===== config.mk =====
export PLATFORM = sky130hd
export DESIGN_NAME = uart_bus_arbiter
export DESIGN_NICKNAME = d
export VERILOG_FILES = /design/src/rtl/uart_bus_arbiter.sv
export SDC_FILE = /design/constraint.sdc
export NUM_CORES = 1
export LEC_CHECK = 0
export ABC_AREA = 1
export BUFFER_PORTS_ARGS = -buffer_cell sky130_fd_sc_hd__buf_2
export CAP_MARGIN = 20
export CORE_AREA = 2 2 87 89
export DETAILED_ROUTE_END_ITERATION = 8
export DIE_AREA = 0 0 89 91
export MAX_ROUTING_LAYER = met4
export PLACE_DENSITY_LB_ADDON = 0.08
export SYNTH_ARGS = -nofsm -noshare
export SYNTH_HDL_FRONTEND = slang
export SYNTH_SLANG_ARGS = --single-unit

===== constraint.sdc =====
create_clock -name clk_i -period 0.9 [get_ports clk_i]
set_input_delay 0.09 -clock clk_i [delete_from_list [all_inputs] [get_ports clk_i]]
set_output_delay 0.09 -clock clk_i [all_outputs]
set_load 0.005 [all_outputs]

===== src/rtl/uart_bus_arbiter.sv =====
// Two-master round-robin arbiter in front of the UART register port.
// Optional watchdog enabled with `UART_ARB_TIMEOUT_EN` (TIMEOUT cycles in BUSY without ack).
module uart_bus_arbiter #(
  parameter int TIMEOUT = 255
) (
  input  logic        clk_i,
  input  logic        rst_ni,
  input  logic [1:0]  m0_adr_i,
  input  logic [3:0]  m0_sel_i,
  input  logic        m0_stb_i,
  input  logic        m0_we_i,
  input  logic [31:0] m0_dat_i,
  output logic [31:0] m0_dat_o,
  output logic        m0_ack_o,
  input  logic [1:0]  m1_adr_i,
  input  logic [3:0]  m1_sel_i,
  input  logic        m1_stb_i,
  input  logic        m1_we_i,
  input  logic [31:0] m1_dat_i,
  output logic [31:0] m1_dat_o,
  output logic        m1_ack_o,
  output logic [1:0]  s_adr_o,
  output logic [3:0]  s_sel_o,
  output logic        s_stb_o,
  output logic        s_we_o,
  output logic [31:0] s_dat_o,
  input  logic [31:0] s_dat_i,
  input  logic        s_ack_i,
  output logic [1:0]  gnt_o,
  output logic        timeout_o
);

  typedef enum logic {
    IDLE = 1'b0,
    BUSY = 1'b1
  } state_e;

  state_e      state_r;
  logic        grant_r;
  logic        last_r;
  logic        busy_s;
  logic        sel_m1_s;
  logic        gnt_stb_s;
  logic        to_s;
  logic        done_s;
  logic [31:0] rdata_s;

`ifdef UART_ARB_TIMEOUT_EN
  localparam logic [15:0] TIMEOUT_C = 16'(TIMEOUT);

  logic [15:0] cnt_r;
  logic        timeout_r;

  // Watchdog counter: held at zero while idle, counts BUSY cycles without ack.
  always_ff @(posedge clk_i or negedge rst_ni) begin
    if (!rst_ni) begin
      cnt_r     <= 16'd0;
      timeout_r <= 1'b0;
    end else begin
      if (!busy_s) begin
        cnt_r <= 16'd0;
      end else if (!s_ack_i) begin
        cnt_r <= cnt_r + 16'd1;
      end else begin
        cnt_r <= cnt_r;
      end
      if (to_s) begin
        timeout_r <= 1'b1;
      end else begin
        timeout_r <= timeout_r;
      end
    end
  end

  assign to_s      = busy_s && (cnt_r == TIMEOUT_C) && !s_ack_i;
  assign timeout_o = timeout_r;
`else
  assign to_s      = 1'b0;
  assign timeout_o = 1'b0;
`endif

  // Decode the current owner and the completion condition of its transaction.
  always_comb begin
    busy_s    = (state_r == BUSY);
    sel_m1_s  = busy_s && grant_r;
    gnt_stb_s = grant_r ? m1_stb_i : m0_stb_i;
    done_s    = busy_s && (s_ack_i || to_s);
    if (to_s) begin
      rdata_s = 32'hDEAD_BEEF;
    end else begin
      rdata_s = s_dat_i;
    end
  end

  // Slave-side request mux; idle defaults to m0 fields with the strobe gated off.
  always_comb begin
    if (sel_m1_s) begin
      s_adr_o = m1_adr_i;
      s_sel_o = m1_sel_i;
      s_we_o  = m1_we_i;
      s_dat_o = m1_dat_i;
    end else begin
      s_adr_o = m0_adr_i;
      s_sel_o = m0_sel_i;
      s_we_o  = m0_we_i;
      s_dat_o = m0_dat_i;
    end
    s_stb_o = busy_s && gnt_stb_s && !to_s;
  end

  // Master-side response steering and grant vector.
  always_comb begin
    m0_ack_o = done_s && !grant_r;
    m1_ack_o = done_s && grant_r;
    m0_dat_o = 32'h0000_0000;
    m1_dat_o = 32'h0000_0000;
    gnt_o    = 2'b00;
    if (busy_s && grant_r) begin
      m1_dat_o = rdata_s;
      gnt_o    = 2'b10;
    end else if (busy_s) begin
      m0_dat_o = rdata_s;
      gnt_o    = 2'b01;
    end else begin
      gnt_o    = 2'b00;
    end
  end

  // Arbitration FSM: a tie goes to the master that was not served last.
  always_ff @(posedge clk_i or negedge rst_ni) begin
    if (!rst_ni) begin
      state_r <= IDLE;
      grant_r <= 1'b0;
      last_r  <= 1'b1;
    end else begin
      case (state_r)
        IDLE: begin
          if (m0_stb_i || m1_stb_i) begin
            state_r <= BUSY;
            grant_r <= (m0_stb_i && m1_stb_i) ? ~last_r : m1_stb_i;
          end
        end
        BUSY: begin
          if (done_s) begin
            last_r  <= grant_r;
            state_r <= IDLE;
          end else if (!gnt_stb_s) begin
            state_r <= IDLE;
          end
        end
        default: begin
          state_r <= IDLE;
        end
      endcase
    end
  end

endmodule

==> results.md <==
- Outcome: finished, violations left
- Failing checks: setup timing
- CTS Sinks: 3
- Reg2Reg Setup Slack: -80 ps
- Clk_lat worst skew: 220 ps
- Util after Layout: 34.4%
- First DRT Iteration DRCs: 57
- Initial antenna violation count: 0
- Die X: 89 um
- Mapped Cells: 256
- Die ar.: 0.00810 mm^2
- Crit-path slowest cell: dfrtp_1
- Register bit total from synthesis: 3
- Routability congestion estimate: 0.785
- Share of post-route cells with drive strength above 1: 50.7%
- Htree depth: 1
- Cell Rows: 31
- DP HPWL: 4640 um
- Max VDD drop: 1.13 mV
- Hold Crit Class: in -> reg
- Worst Reg2Reg Path Length in Cells: 6
- Syn Nets: 371
- Commonest non-fill, non-tap cell in the layout: buf_2
- Critical Path AT: 1230 ps
- Final setup violation count: 110
- PD cells: 2100 mW/mm^2
- Fmax: 760 MHz
- Seq/Total Area, Yosys: 7.13%
- Port Buffer Count: 222
- Nets@finish: 593
- Io pins: 224
- Vias in the first global route: 1971
- Hold Path Cell Cnt: 3
- Antenna Cells: 0
- Area growth syn-to-layout: 129%
- Clock tree from TritonCTS: done
- R2r startpoint: grant_r
- Drt wl/cell: 10.1 um
- Final WL: 5830 um
- Final Power: 5.15 mW
- Commonest cells after routing, fill and taps aside: buf_2 (222), nand2_1 (125), nor2_1 (65)
- Setup Skew: 4.83 ps
- Worst R2R End: busy_s
- Kind of critical path: reg -> out
- Nature of the critical path endpoint: output pin
- CTS buffer count: 3
- Worst-case clock buffer depth: 2
- Period minus WS final: 1320 ps
- Synth warn: 0
- Initial Util: 15.0%
- Pins Over Slew Limit: 0
- Global-route wire length before repair: 8740 um
- Congestion Overflow GR: 0
- DRC errors left: 0
- Max_cap viols: 0
- Post-DRT Antenna Nets: 0
- Via/cell ratio: 3.73
- CP Max Fanout: 17
- Placeable Area: 0.00714 mm^2
- Cell Area, Synth: 0.00107 mm^2
- CTS clock-pin slew for the worst setup and hold paths: 30 ps
- P_leak: 1.84 nW
- Synth cell types: 13
- Final Hold Viols: 0
- Dpl ws: -210 ps
- Hold Path Sink: last_r
- Period utilization: 146%
- Initial DRT Pass Iterations: 6
- CP Data Required Time: 810 ps
- Largest net degree at the start of global routing: 40
- GRT Resource Usage Total: 13.5%
- Crit-path cells: buf_4, nand2_4, buf_12, nor2_1, buf_2
- Vias: 2148
- Worst setup SP type: flop
- HP Start: s_ack_i
- Slowest stage delay, CP: 380 ps
- Height of the die: 91 um
- Clk Tree Root Cell: clkbuf_8
- Worst Slack Setup Final: -417 ps
- Syn avg cell area: 4.18 um^2
- RSZ-0062 raised after global routing: true
==> routing by layer <==
metal	GRT usage (%)	up-vias	part of all wire, %
met3	1.45	12	8.8
met4	3.61	0	1.5
li1	-	1161	-
met2	27.5	115	54
met1	12.8	860	36
met5	-	-	0
==> power breakdown <==
part	total [mW]	switching [mW]	internal, mW
clock	0.399	0.0967	0.303
combinational	4.48	2.34	2.14
sequential	0.269	0.0565	0.212
==> critical path, delay by kind of cell (launching register included) <==
family / cells / cell delay [ps]
DFF: 1 / 380
buffers and inverters: 3 / 450
and+or+nand+nor: 2 / 170
==> per-stage QoR <==
stage / hold slack, ps / setup TNS [ps] / cell area [um^2] / cells
3_3_place_gp: -105 / -17270 / 2320 / 569
2_1_floorplan: -206 / -3690 / 1080 / 256
3_5_place_dp: -106 / -17570 / 2320 / 569
6_report: 115 / -40010 / 2450 / 576
5_1_grt: 140 / -47460 / 2450 / 576
4_1_cts: 135 / -41730 / 2450 / 576
==> what timing repair did <==
action | 4_1_cts | 5_1_grt
hold endpoints to repair | 3 | 0
setup endpoints to repair | 110 | 111
setup buffers | 0 | 0
resized for setup | 10 | 2
hold buffers | 1 | 0
cloned | 2 | 0
==> Yosys cell counts <==
| cell | count | area, um^2 |
|---|---|---|
| nand2_2 | 1 | 6.26 |
| inv_2 | 1 | 3.75 |
| dfrtp_1 | 2 | 50.1 |
| inv_1 | 36 | 135 |
| a21oi_1 | 1 | 5.00 |
| o21ai_0 | 2 | 10.0 |
| nand2_1 | 127 | 477 |
| nor2_1 | 66 | 248 |
| buf_4 | 6 | 45.0 |
| dfstp_2 | 1 | 26.3 |
| nand3_1 | 2 | 10.0 |
| conb_1 | 1 | 3.75 |
| buf_2 | 10 | 50.1 |
==> kinds of logic (layout without fill, tap and decap cells) <==
logic type	count (synthesis)	after routing	synth area share (%)
AOI/OAI and AO/OA	3	3	1.40
and+or+nand+nor	196	196	69.2
buffers and inverters	53	274	21.9
DFF	3	3	7.14
other	1	1	0.351
==> state kept, by name (all words and copies together) (netlist names) <==
name	cells
busy_s	1
grant_r	1
last_r	1
==> cell type report <==
class                      count  area (um^2)
tap                           99          124
fill                         835         4680
inverter                      37          141
clock buffer                   4         45.0
multi-input combinational    200          777
sequential                     3         76.3
timing repair buffer         233         1290
==> worst max path at each step <==
stage / start / end / depth (start not counted)
final: busy_s / m0_dat_o[2] / 5
after floorplan: grant_r / m0_dat_o[22] / 4
after CTS: grant_r / m0_dat_o[31] / 5
after global placement: busy_s / s_dat_o[30] / 6
after global routing: grant_r / s_dat_o[13] / 5
after detailed placement: grant_r / s_dat_o[27] / 5
(Power assumes the default switching activity.)
